### config.mk
export PLATFORM = sky130hd
export DESIGN_NAME = ccg_preimage_search_flat
export DESIGN_NICKNAME = d
export VERILOG_FILES = /design/src/rtl/ccg_preimage_search_pkg.sv /design/src/rtl/ccg_preimage_search_if.sv /design/src/rtl/ccg_preimage_search_misr.sv /design/src/rtl/ccg_preimage_search.sv /design/src/flat_wrapper.sv
export SDC_FILE = /design/constraint.sdc
export NUM_CORES = 1
export LEC_CHECK = 0
export CAP_MARGIN = 10
export CORE_UTILIZATION = 42
export DETAILED_ROUTE_END_ITERATION = 8
export PLACE_DENSITY = 0.72
export SYNTH_ARGS = -nofsm -noshare
export SYNTH_HDL_FRONTEND = slang
export SYNTH_SLANG_ARGS = --single-unit
### constraint.sdc
create_clock -name clk -period 2.3 [get_ports clk]
set_input_delay 0.46 -clock clk [delete_from_list [all_inputs] [get_ports clk]]
set_output_delay 0.46 -clock clk [all_outputs]
set_load 0.01 [all_outputs]
### src/rtl/ccg_preimage_search_pkg.sv
// Shared types and constants for the pre-image search block.
// Optional MISR build macro: CCG_PREIMAGE_MISR_EN.
package ccg_pkg;

  localparam int CCG_N_IN  = 4;
  localparam int CCG_N_OUT = 19;

  // Feedback taps 19,6,2,1 expressed as bit positions 18,5,1,0.
  localparam logic [18:0] CCG_MISR_TAPS = 19'h40023;

  typedef enum logic [1:0] {
    ST_IDLE,
    ST_DRIVE,
    ST_SAMPLE,
    ST_RESP
  } ccg_state_e;

endpackage

### src/rtl/ccg_preimage_search_if.sv
// Request/response handshake and circuit-under-test bus for the pre-image search.
// rsp_sig exists only when CCG_PREIMAGE_MISR_EN is defined.
interface ccg_preimage_search_if
  import ccg_pkg::*;
#(
  parameter int N_IN  = CCG_N_IN,
  parameter int N_OUT = CCG_N_OUT
);

  logic              req_valid;
  logic              req_ready;
  logic [N_OUT-1:0]  req_target;
  logic [N_OUT-1:0]  req_mask;
  logic [N_IN-1:0]   x_o;
  logic [N_OUT-1:0]  f_i;
  logic              rsp_valid;
  logic              rsp_ready;
  logic              rsp_found;
  logic [N_IN-1:0]   rsp_x;
  logic [N_IN:0]     rsp_count;
`ifdef CCG_PREIMAGE_MISR_EN
  logic [N_OUT-1:0]  rsp_sig;

  modport slave (
    input  req_valid, req_target, req_mask, f_i, rsp_ready,
    output req_ready, x_o, rsp_valid, rsp_found, rsp_x, rsp_count, rsp_sig
  );
  modport master (
    output req_valid, req_target, req_mask, f_i, rsp_ready,
    input  req_ready, x_o, rsp_valid, rsp_found, rsp_x, rsp_count, rsp_sig
  );
`else
  modport slave (
    input  req_valid, req_target, req_mask, f_i, rsp_ready,
    output req_ready, x_o, rsp_valid, rsp_found, rsp_x, rsp_count
  );
  modport master (
    output req_valid, req_target, req_mask, f_i, rsp_ready,
    input  req_ready, x_o, rsp_valid, rsp_found, rsp_x, rsp_count
  );
`endif

endinterface

### src/rtl/ccg_preimage_search_misr.sv
// 19-bit Fibonacci MISR with enable and synchronous clear; used only when
// CCG_PREIMAGE_MISR_EN is defined.
module ccg_misr
  import ccg_pkg::*;
(
  input  logic        clk,
  input  logic        rst_n,
  input  logic        clr_i,
  input  logic        en_i,
  input  logic [18:0] data_i,
  output logic [18:0] sig_o
);

  logic [18:0] sig_q;
  logic [18:0] sig_d;

  always_comb begin
    sig_d = {sig_q[17:0], ^(sig_q & CCG_MISR_TAPS)} ^ data_i;
  end

  always_ff @(posedge clk) begin
    if (!rst_n || clr_i) begin
      sig_q <= '0;
    end else if (en_i) begin
      sig_q <= sig_d;
    end
  end

  assign sig_o = sig_q;

endmodule

### src/rtl/ccg_preimage_search.sv
// Exhaustive input sweep of an attached combinational circuit with masked
// response matching. Optional signature build macro: CCG_PREIMAGE_MISR_EN.
module ccg_preimage_search
  import ccg_pkg::*;
#(
  parameter int N_IN   = CCG_N_IN,
  parameter int N_OUT  = CCG_N_OUT,
  parameter int SETTLE = 1
) (
  input logic                   clk,
  input logic                   rst_n,
  ccg_preimage_search_if.slave  bus
);

  localparam logic [4:0] SETTLE_W = 5'(SETTLE);
  // With no settle delay a pattern goes straight to its sample cycle.
  localparam ccg_state_e ST_FIRST = (SETTLE == 0) ? ST_SAMPLE : ST_DRIVE;

  ccg_state_e        state_q;
  logic [N_IN-1:0]   x_q;
  logic [3:0]        wait_q;
  logic [N_OUT-1:0]  target_q;
  logic [N_OUT-1:0]  mask_q;
  logic              found_q;
  logic [N_IN-1:0]   rsp_x_q;
  logic [N_IN:0]     count_q;
  logic              req_ready_q;
  logic              rsp_valid_q;

  logic              accept_d;
  logic              match_d;

  assign accept_d = req_ready_q & bus.req_valid;
  assign match_d  = (((bus.f_i ^ target_q) & mask_q) == '0);

  always_ff @(posedge clk) begin
    if (!rst_n) begin
      state_q     <= ST_IDLE;
      x_q         <= '0;
      wait_q      <= '0;
      target_q    <= '0;
      mask_q      <= '0;
      found_q     <= 1'b0;
      rsp_x_q     <= '0;
      count_q     <= '0;
      req_ready_q <= 1'b1;
      rsp_valid_q <= 1'b0;
    end else begin
      case (state_q)
        ST_IDLE: begin
          if (accept_d) begin
            target_q    <= bus.req_target;
            mask_q      <= bus.req_mask;
            x_q         <= '0;
            wait_q      <= '0;
            found_q     <= 1'b0;
            rsp_x_q     <= '0;
            count_q     <= '0;
            req_ready_q <= 1'b0;
            state_q     <= ST_FIRST;
          end
        end
        ST_DRIVE: begin
          wait_q <= wait_q + 4'd1;
          if (({1'b0, wait_q} + 5'd1) == SETTLE_W) begin
            state_q <= ST_SAMPLE;
          end
        end
        ST_SAMPLE: begin
          if (match_d) begin
            count_q <= count_q + 1'b1;
            if (!found_q) begin
              found_q <= 1'b1;
              rsp_x_q <= x_q;
            end
          end
          if (&x_q) begin
            rsp_valid_q <= 1'b1;
            state_q     <= ST_RESP;
          end else begin
            x_q     <= x_q + 1'b1;
            wait_q  <= '0;
            state_q <= ST_FIRST;
          end
        end
        ST_RESP: begin
          if (bus.rsp_ready) begin
            rsp_valid_q <= 1'b0;
            req_ready_q <= 1'b1;
            state_q     <= ST_IDLE;
          end
        end
        default: state_q <= ST_IDLE;
      endcase
    end
  end

  assign bus.req_ready = req_ready_q;
  assign bus.x_o       = x_q;
  assign bus.rsp_valid = rsp_valid_q;
  assign bus.rsp_found = found_q;
  assign bus.rsp_x     = rsp_x_q;
  assign bus.rsp_count = count_q;

`ifdef CCG_PREIMAGE_MISR_EN
  logic [18:0] sig_w;

  if (N_OUT != 19) begin : g_bad_width
    $error("ccg_preimage_search: MISR requires N_OUT = 19");
  end

  ccg_misr u_misr (
    .clk    (clk),
    .rst_n  (rst_n),
    .clr_i  (accept_d),
    .en_i   (state_q == ST_SAMPLE),
    .data_i (bus.f_i),
    .sig_o  (sig_w)
  );

  assign bus.rsp_sig = sig_w;
`endif

endmodule
### src/flat_wrapper.sv
// flat-port wrapper written by rule: the top's interface ports become plain ports
module ccg_preimage_search_flat import ccg_pkg::*;
#(
  parameter int N_IN   = CCG_N_IN,
  parameter int N_OUT  = CCG_N_OUT,
  parameter int SETTLE = 1
)
  (clk, rst_n, bus_req_valid, bus_req_target, bus_req_mask, bus_f_i, bus_rsp_ready, bus_req_ready, bus_x_o, bus_rsp_valid, bus_rsp_found, bus_rsp_x, bus_rsp_count);
  ccg_preimage_search_if #(.N_IN(N_IN), .N_OUT(N_OUT)) bus_i ();
  input logic clk;
  input logic rst_n;
  input wire logic [$bits(bus_i.req_valid)-1:0] bus_req_valid;
  input wire logic [$bits(bus_i.req_target)-1:0] bus_req_target;
  input wire logic [$bits(bus_i.req_mask)-1:0] bus_req_mask;
  input wire logic [$bits(bus_i.f_i)-1:0] bus_f_i;
  input wire logic [$bits(bus_i.rsp_ready)-1:0] bus_rsp_ready;
  output wire logic [$bits(bus_i.req_ready)-1:0] bus_req_ready;
  output wire logic [$bits(bus_i.x_o)-1:0] bus_x_o;
  output wire logic [$bits(bus_i.rsp_valid)-1:0] bus_rsp_valid;
  output wire logic [$bits(bus_i.rsp_found)-1:0] bus_rsp_found;
  output wire logic [$bits(bus_i.rsp_x)-1:0] bus_rsp_x;
  output wire logic [$bits(bus_i.rsp_count)-1:0] bus_rsp_count;
  assign bus_i.req_valid = bus_req_valid;
  assign bus_i.req_target = bus_req_target;
  assign bus_i.req_mask = bus_req_mask;
  assign bus_i.f_i = bus_f_i;
  assign bus_i.rsp_ready = bus_rsp_ready;
  assign bus_req_ready = bus_i.req_ready;
  assign bus_x_o = bus_i.x_o;
  assign bus_rsp_valid = bus_i.rsp_valid;
  assign bus_rsp_found = bus_i.rsp_found;
  assign bus_rsp_x = bus_i.rsp_x;
  assign bus_rsp_count = bus_i.rsp_count;
  ccg_preimage_search #(.N_IN(N_IN), .N_OUT(N_OUT), .SETTLE(SETTLE)) u_core (.clk(clk), .rst_n(rst_n), .bus(bus_i));
endmodule
# After elaboration in Yosys (flattened, before gate mapping)
# Cells that the tools add are included.
[totals]
ff_bits = 60
latch_bits = 0
mem_bits_rw = 0
romBits = 0
input_bits = 61
output_inout_bits = 16
wordCells = 67
mem_count = 0
[op_classes]
n_addsub = 4
mul = 0
div = 0
order_cmp = 0
n_eq_ne = 11
n_shift = 0
mux = 24
bitwise_logic = 3
n_reduce_logical = 15
[ops]
columns = ["op", "count"]
rows = [
  ["4-bit two-way mux", 5],
  ["19-bit bitwise AND", 1],
  ["19-bit logical NOT", 1],
  ["19-bit XOR", 1],
  ["3-bit AND reduction", 6],
  ["4-bit one-hot mux with 2 select lines", 2],
  ["4-bit one-hot mux with 3 select lines", 1],
  ["5-bit two-way mux", 2],
  ["5-bit one-hot mux with 2 select lines", 1],
  ["4-bit by 1-bit adder with 4-bit output, second input constant", 2],
  ["2-bit two-way mux", 4],
  ["2-bit by 1-bit != test with 1-bit output, second input constant", 4],
  ["2-bit one-hot mux with 4 select lines", 1],
  ["4-bit AND reduction", 2],
  ["2-bit != test, second input constant", 3],
  ["1-bit one-hot mux with 2 select lines", 3],
  ["2-bit nonzero test", 3],
  ["4-bit by 1-bit adder with 5-bit output, second input constant", 1],
  ["5-bit by 1-bit adder with 5-bit output, second input constant", 1],
  ["5-bit by 1-bit equality test with 1-bit output, second input constant", 1],
  ["1-bit two-way mux", 5],
  ["2-bit equality test, second input constant", 2],
  ["3-bit nonzero test", 1],
  ["2-bit by 1-bit equality test with 1-bit output, second input constant", 1],
  ["other kinds (3)", 3],
]

# Logic depth before layout (Yosys ltp)
# Gate-level depths: netlist (run 1).
[depth]
word_depth = 5
mapped_depth = 8
ltp_nobuf = 7

# Least setup slack after synthesis (run 1)
# Ideal clock, no wire load.
[synth_path]
path_kind = "input to register"
startpoint = "in bus_f_i[17]"
endpoint = "reg u_core.count_q[0], in the netlist u_core.bus.rsp_count[0]"
setup_time_ps = 70
t_arrival_ps = 1759
required_time_ps = 2230
path_slack_ps = 471
stages = 7
path_buffers = 1
path_cell_list = "xor2_1 a22oi_1 nand2_1 or3_1 buf_2 or3_1 a21oi_1"
[synth_via]
elab_chain_cells = 5
[synth_rtl]
columns = ["item", "line", "source"]
rows = [
  ["from (decl)", "flat_wrapper.sv:15", "input wire logic [$bits(bus_i.f_i)-1:0] bus_f_i;"],
  ["19-bit XOR", "ccg_preimage_search.sv:34", "assign match_d = (((bus.f_i ^ target_q) & mask_q) == '0);"],
  ["19-bit bitwise AND", "ccg_preimage_search.sv:34", ""],
  ["19-bit logical NOT", "ccg_preimage_search.sv:34", ""],
  ["2-bit by 1-bit != test with 1-bit output (no source line)", "n/a", ""],
  ["3-bit AND reduction (no source line)", "n/a", ""],
  ["to (signal assigned)", "ccg_preimage_search.sv:71", "count_q <= count_q + 1'b1;"],
  ["to (decl)", "ccg_preimage_search.sv:26", "logic [N_IN:0] count_q;"],
]
# Every way passes these cells.
# A chain may end at the register's enable or synchronous reset.

# Final worst setup path (run 1)
[layout_path]
startpoint = "in bus_f_i[2]"
endpoint = "reg u_core.count_q[4], in the netlist u_core.bus.rsp_count[4]"
# Same word-level chain as after synthesis.

==> reports/summary.txt, run 1 <==
drt via density - 5.026
pin count of the biggest net entering global routing - 41
floorplan row count - 28
CTS tree - yes
clk buf depth - 2
final worst-path cycle share - 0.8793
Die Area - 6594 um^2
cell internal pwr - 1824 uW
Crit path arrival time - 2.29 ns
number of routed nets with antenna violations - 0
Critical Path, Cell by Cell - clkdlybuf4s50_1 -> xor2_1 -> a22oi_1 -> nand2_1 -> or3_1 -> nor3_1 -> mux2i_1
combinational share of power - 0.178
global-route wire length before repair - 10200 um
residual overflow from global routing - 0
Yosys top cell area share - 0.4558
maximum clock frequency - 494.5 MHz
count of cells resized by post-cts repair - 0
worst min path class - reg -> reg
number of nets in the final layout - 476
Antenna Cells - 0
setup repair after global routing missed its margin - no
average cell area after synthesis - 7.937 um^2
number of port buffers - 76
worst setup slack after placement - -0.09569 ns
number of instances in the synthesized netlist - 332
Final setup violation count - 0
initial antenna violation count - 0
data required time at the worst endpoint - 2.56 ns
die span in x - 81.21 um
worst relative slew slack - 0.5662
final worst hold slack - 0.4552 ns
hold_buf cts - 0
highest ir drop seen on vdd - 366.8 uV
number of buffers added for setup after CTS - 0
remaining design rule violation count - 0
share of synthesized area occupied by flip-flops and latches - 0.4558
distinct cell type count after synthesis - 33
post-DP HPWL - 4476 um
Synth Net Count - 397
launching element type of the critical path - input pin
Yosys Warn Count - 0
commonest non-fill, non-tap cells in the layout - sky130_fd_sc_hd__nand2_1, sky130_fd_sc_hd__clkdlybuf4s50_1, sky130_fd_sc_hd__dfxtp_1
synthesis-to-layout area growth - 40.69%
Critical Path End Type - flop
routed length per placed instance - 12.52 um
Starting DRT DRC Count - 90
number of global-route vias before repair - 2269
clock tree skew after final layout - 0.009897 ns
clock transition at the registers of the reported paths - 0.06 ns
GRT Total Usage - 0.2007
part of the total power dissipated in sequential elements - 0.455
H-tree levels - 3
CTS Sinks - 60
total routed wirelength - 6148 um
Core Region - 5991 um^2
result of the run - finished, final reports clean
final critical delay including setup and external delays - 2.022 ns
# IOs - 77
Clock power frac - 0.367
Pins Over Slew Limit - 0
setup ws final - 0.2776 ns
number of synthesized flops with an enable pin - 0
count of state elements after synthesis - 60
top fanout value on the critical path - 6
static leakage - 0.001438 uW
post-synth design cell area - 2635 um^2
net switching fraction of the power - 0.2726
largest delay contributor family on the critical path - simple AND/OR/NAND/NOR gates
Die Height - 81.21 um
fraction of synthesis flops using an asynchronous set or reset pin - 0
initial core utilization - 0.4398
routability cong. - 0.7502
slowest library cell on the worst path - sky130_fd_sc_hd__or3_1
longest individual stage delay on the worst path - 0.45 ns
vias - 2468
FILL cells - 520
most frequent standard cell in the layout excluding fill and tap cells - sky130_fd_sc_hd__nand2_1
top flip-flop cell by instance count after synthesis - sky130_fd_sc_hd__dfxtp_1
critical path class - in -> reg
switching pwr - 683.5 uW
Num CTS Buffers - 9
power density normalized to cell area - 676.4 nW/um^2
buffers and inverters on the worst path - 1
top cells by area in the synthesized netlist - sky130_fd_sc_hd__dfxtp_1, sky130_fd_sc_hd__nand2_1, sky130_fd_sc_hd__a21oi_1
Detailed Routing Iterations Pass 1 - 4
cell type contributing the most total cell area after synthesis - sky130_fd_sc_hd__dfxtp_1
share of post-route cells with drive strength above 1 - 0.06731
Worst-Skew Late Latency - 0.34 ns
Root Buffer Master - sky130_fd_sc_hd__clkbuf_8
MaxCap Viol Count - 0
total power - 2508 uW
Worst Max-Slew Pin Slew - 0.6343 ns
final count of hold timing violations - 0
Final TNS setup - 0 ns
[synthesized netlist by cell type (2+ instances only)]
cell / n
sky130_fd_sc_hd__a21oi_1: 52
sky130_fd_sc_hd__a22oi_1: 12
sky130_fd_sc_hd__buf_1: 3
sky130_fd_sc_hd__buf_2: 3
sky130_fd_sc_hd__clkbuf_1: 13
sky130_fd_sc_hd__dfxtp_1: 60
sky130_fd_sc_hd__ha_1: 4
sky130_fd_sc_hd__inv_1: 3
sky130_fd_sc_hd__mux2i_1: 7
sky130_fd_sc_hd__nand2_1: 93
sky130_fd_sc_hd__nand3_1: 14
sky130_fd_sc_hd__nand4b_1: 2
sky130_fd_sc_hd__nor2_1: 12
sky130_fd_sc_hd__nor2b_1: 4
sky130_fd_sc_hd__nor3_1: 4
sky130_fd_sc_hd__o211ai_1: 5
sky130_fd_sc_hd__o21ai_0: 2
sky130_fd_sc_hd__or3_1: 5
sky130_fd_sc_hd__xor2_1: 20
[stage by stage]
step | instances | utilization | instance area [um^2]
2_1_floorplan | 332 | - | 2635
3_3_place_gp | 475 | 0.5867 | 3515
3_5_place_dp | 475 | 0.5867 | 3515
4_1_cts | 491 | 0.6188 | 3707
5_1_grt | 491 | 0.6188 | 3707
6_report | 491 | 0.6188 | 3707
[state kept, by name (all words and copies together), names as in the netlist]
register              flops
u_core.bus.req_ready      1
u_core.bus.rsp_count      5
u_core.bus.rsp_found      1
u_core.bus.rsp_valid      1
u_core.bus.rsp_x          4
u_core.bus.x_o            4
u_core.mask_q            19
u_core.state_q            2
u_core.target_q          19
u_core.wait_q             4
[kinds of logic after synthesis]
family / count (synthesis) / synth area share
AND/OR/NAND/NOR: 140 / 0.2270
XOR/XNOR: 21 / 0.06980
adder cells (fa/ha/maj): 4 / 0.01899
buffers and inverters: 24 / 0.03704
flip-flops: 60 / 0.4558
AO/OA/AOI/OAI: 76 / 0.1648
multiplexers: 7 / 0.02659
[metal layers]
layer / part of all wire / track usage / vias to the layer above
met5: 0 / 0 / -
met4: 0.0072 / 0.06964 / 0
met3: 0.053 / 0.05955 / 4
met2: 0.48 / 0.3042 / 56
met1: 0.46 / 0.2690 / 1129
li1: - / - / 1279
[tightest hold or removal path: cells and delay by family, from the launching register on]
family,cells,cell delay [ns]
AO/OA/AOI/OAI,1,0.05
AND/OR/NAND/NOR,1,0.05
flip-flops,1,0.31
[final cells by class]
class,count,area [um^2],share of cell area
multi-input combinational,248,1341,0.3618
sequential,60,1201,0.3240
timing repair buffer,88,863.3,0.2329
clock buffer,10,127.6,0.03442
tap,75,93.84,0.02531
clock inverter,6,65.06,0.01755
inverter,4,15.01,0.004050
[path summary, 6_finish.rpt]
kind,start,to,slack (ns),cells after the start
max,bus_f_i[2],u_core.bus.rsp_count[4],0.28,7
min,u_core.bus.rsp_valid,u_core.bus.rsp_valid,0.46,2
min reg2reg,u_core.bus.rsp_valid,u_core.bus.rsp_valid,0.46,2
max reg2reg,u_core.state_q[0],u_core.bus.x_o[3],0.45,6
[power by group through the flow]
stage / Clock [uW] / Sequential [uW] / Combinational (uW)
after global routing: 1000 / 1150 / 497
after detailed placement: 0 / 1160 / 449
after global placement: 0 / 1160 / 442
after CTS: 940 / 1140 / 451
final: 920 / 1140 / 447
after floorplan: 0 / 1150 / 251
(Power assumes the default switching activity.)
==> inputs of run 2 (changes only) <==
--- a/config.mk
+++ b/config.mk
@@ -6,9 +6,10 @@
 export NUM_CORES = 1
 export LEC_CHECK = 0
 export CAP_MARGIN = 10
+export CORE_ASPECT_RATIO = 0.6
 export CORE_UTILIZATION = 42
 export DETAILED_ROUTE_END_ITERATION = 8
-export PLACE_DENSITY = 0.72
+export PLACE_DENSITY = 0.68
 export SYNTH_ARGS = -nofsm -noshare
 export SYNTH_HDL_FRONTEND = slang
 export SYNTH_SLANG_ARGS = --single-unit
==> reports/summary.txt, run 2 (same netlist as run 1, synthesis figures left out) <==
power density normalized to cell area - 645.0 nW/um^2 (-4.6%)
Die Area - 6605 um^2 (+0.16%)
initial core utilization - 0.4538 (+0.01393)
slowest library cell on the worst path - sky130_fd_sc_hd__or3_1
GRT Total Usage - 0.2085 (+0.007849)
number of port buffers - 76 (unchanged)
largest delay contributor family on the critical path - simple AND/OR/NAND/NOR gates
synthesis-to-layout area growth - 39.36%
FILL cells - 532 (+2.3%)
part of the total power dissipated in sequential elements - 0.482 (+0.027)
most frequent standard cell in the layout excluding fill and tap cells - sky130_fd_sc_hd__nand2_1
die span in x - 104.3 um (+28%)
non-filler instance count after layout - 495 (+0.81%)
CTS tree - yes
highest ir drop seen on vdd - 423.7 uV (+16%)
total routed wirelength - 6586 um (+7.1%)
number of routed nets with antenna violations - 0 (unchanged)
top fanout value on the critical path - 6 (unchanged)
Final setup violation count - 0 (unchanged)
drt via density - 4.988 (-0.77%)
result of the run - finished, final reports clean
global-route wire length before repair - 10900 um (+6.8%)
net switching fraction of the power - 0.2722 (-0.0003256)
Num CTS Buffers - 9 (unchanged)
number of buffers added for setup after CTS - 0 (unchanged)
final count of hold timing violations - 0 (unchanged)
CTS Sinks - 60 (unchanged)
clock tree skew after final layout - 0.006433 ns (-0.003464 ns)
final critical delay including setup and external delays - 2.080 ns (+0.05787 ns)
final worst-path cycle share - 0.9045 (+0.02516)
static leakage - 0.001426 uW (-0.79%)
initial antenna violation count - 0 (unchanged)
cell total after placement - 481 (+1.3%)
commonest non-fill, non-tap cells in the layout - sky130_fd_sc_hd__nand2_1, sky130_fd_sc_hd__clkdlybuf4s50_1, sky130_fd_sc_hd__dfxtp_1
cell area after layout - 3672 um^2 (-0.95%)
Clock power frac - 0.328 (-0.039)
H-tree levels - 3 (unchanged)
Detailed Routing Iterations Pass 1 - 4 (unchanged)
Pins Over Slew Limit - 0 (unchanged)
# IOs - 77 (unchanged)
remaining design rule violation count - 0 (unchanged)
placed instance area - 3516 um^2 (about the same)
buffers and inverters on the worst path - 1 (unchanged)
hold_buf cts - 0 (unchanged)
Worst Max-Slew Pin Slew - 0.6191 ns (-0.01514 ns)
worst relative slew slack - 0.5766 (+0.01036)
Crit path arrival time - 2.33 ns (+0.04 ns)
clk buf depth - 2 (unchanged)
number of global-route vias before repair - 2257 (-0.53%)
maximum clock frequency - 480.7 MHz (-2.8%)
share of post-route cells with drive strength above 1 - 0.06506 (-0.002247)
Critical Path, Cell by Cell - clkdlybuf4s50_1 -> xor2_1 -> a22oi_1 -> nand2_1 -> or3_1 -> nor3_1 -> mux2i_1
launching element type of the critical path - input pin
count of cells resized by post-cts repair - 0 (unchanged)
floorplan row count - 21 (-25%)
MaxCap Viol Count - 0 (unchanged)
longest individual stage delay on the worst path - 0.48 ns (+0.03 ns)
routed length per placed instance - 13.31 um (+6.3%)
number of nets in the final layout - 477 (+0.21%)
worst min path class - reg -> reg
Starting DRT DRC Count - 93 (+3.3%)
residual overflow from global routing - 0 (unchanged)
pin count of the biggest net entering global routing - 40 (-2.4%)
Core Region - 5807 um^2 (-3.1%)
Final TNS setup - 0 ns (unchanged)
combinational share of power - 0.189 (+0.011)
Die Height - 63.36 um (-22%)
routability cong. - 0.8175 (+9.0%)
Critical Path End Type - flop
cell internal pwr - 1724 uW (-5.5%)
post-DP HPWL - 4796 um (+7.1%)
Antenna Cells - 0 (unchanged)
setup repair after global routing missed its margin - no
vias - 2469 (+0.041%)
clock transition at the registers of the reported paths - 0.06 ns (about the same)
data required time at the worst endpoint - 2.55 ns (about the same)
Root Buffer Master - sky130_fd_sc_hd__clkbuf_8
critical path class - in -> reg
fin util - 0.6324 (+0.01357)
Worst-Skew Late Latency - 0.33 ns (about the same)
switching pwr - 644.8 uW (-5.7%)
run 2: worst register-to-register path, delay by kind of cell (launching register included):
kind | cells | cell delay, ns
simple gates | 3 | 0.86
compound gates | 1 | 0.23
xor+xnor | 1 | 0.17
mux | 1 | 0.23
flops | 1 | 0.33
run 2: per-layer routing:
metal  up-vias  part of all wire  global-route usage  wire, um
met1      1103              0.51              0.3067      3352
met2        81              0.41              0.2858      2679
met5         -                 0                   0         0
met4         0            0.0017             0.05893        11
li1       1283                 -                   -         -
met3         2             0.082             0.06729       542
run 2: cell type report:
| type | instances | area (um^2) | share of cell area |
|---|---|---|---|
| Multi-Input combinational cell | 248 | 1341 | 0.3652 |
| Sequential cell | 60 | 1201 | 0.3271 |
| Timing Repair Buffer | 89 | 858.3 | 0.2337 |
| Clock buffer | 11 | 141.4 | 0.03850 |
| Tap cell | 80 | 100.1 | 0.02726 |
| Clock inverter | 3 | 15.01 | 0.004089 |
| Inverter | 4 | 15.01 | 0.004089 |
run 2: worst paths after layout:
check	start	cells after the start	slack, ns	to
max	bus_f_i[4]	7	0.22	u_core.bus.rsp_count[4]
min	u_core.bus.rsp_valid	2	0.46	u_core.bus.rsp_valid
max reg2reg	u_core.target_q[4]	6	0.43	u_core.bus.rsp_count[4]
min reg2reg	u_core.bus.rsp_valid	2	0.46	u_core.bus.rsp_valid
run 2: per-stage QoR:
stage	setup slack [ns]	hold WS (ns)	total power, uW
2_1_floorplan	0.4708	0.4360	1406
6_report	0.2197	0.4559	2369
3_3_place_gp	-0.08592	0.4425	1607
3_5_place_dp	-0.1003	0.4477	1615
4_1_cts	0.2295	0.4569	2396
5_1_grt	0.07534	0.4724	2504
run 2: power groups by stage:
stage	Clock, uW	Combinational (uW)	Sequential [uW]
detailed placement	0	449	1170
finish	777	449	1140
global placement	0	443	1160
global route	853	500	1150
floorplan	0	251	1150
CTS	801	452	1140
==> inputs of run 3 (changes only) <==
--- a/config.mk
+++ b/config.mk
@@ -9,6 +9,7 @@
 export CORE_ASPECT_RATIO = 0.6
 export CORE_UTILIZATION = 42
 export DETAILED_ROUTE_END_ITERATION = 8
+export GPL_ROUTABILITY_DRIVEN = 0
 export PLACE_DENSITY = 0.68
 export SYNTH_ARGS = -nofsm -noshare
 export SYNTH_HDL_FRONTEND = slang
==> results of run 3 <==
Final layout, timing and power as in run 2 (identical DEF).
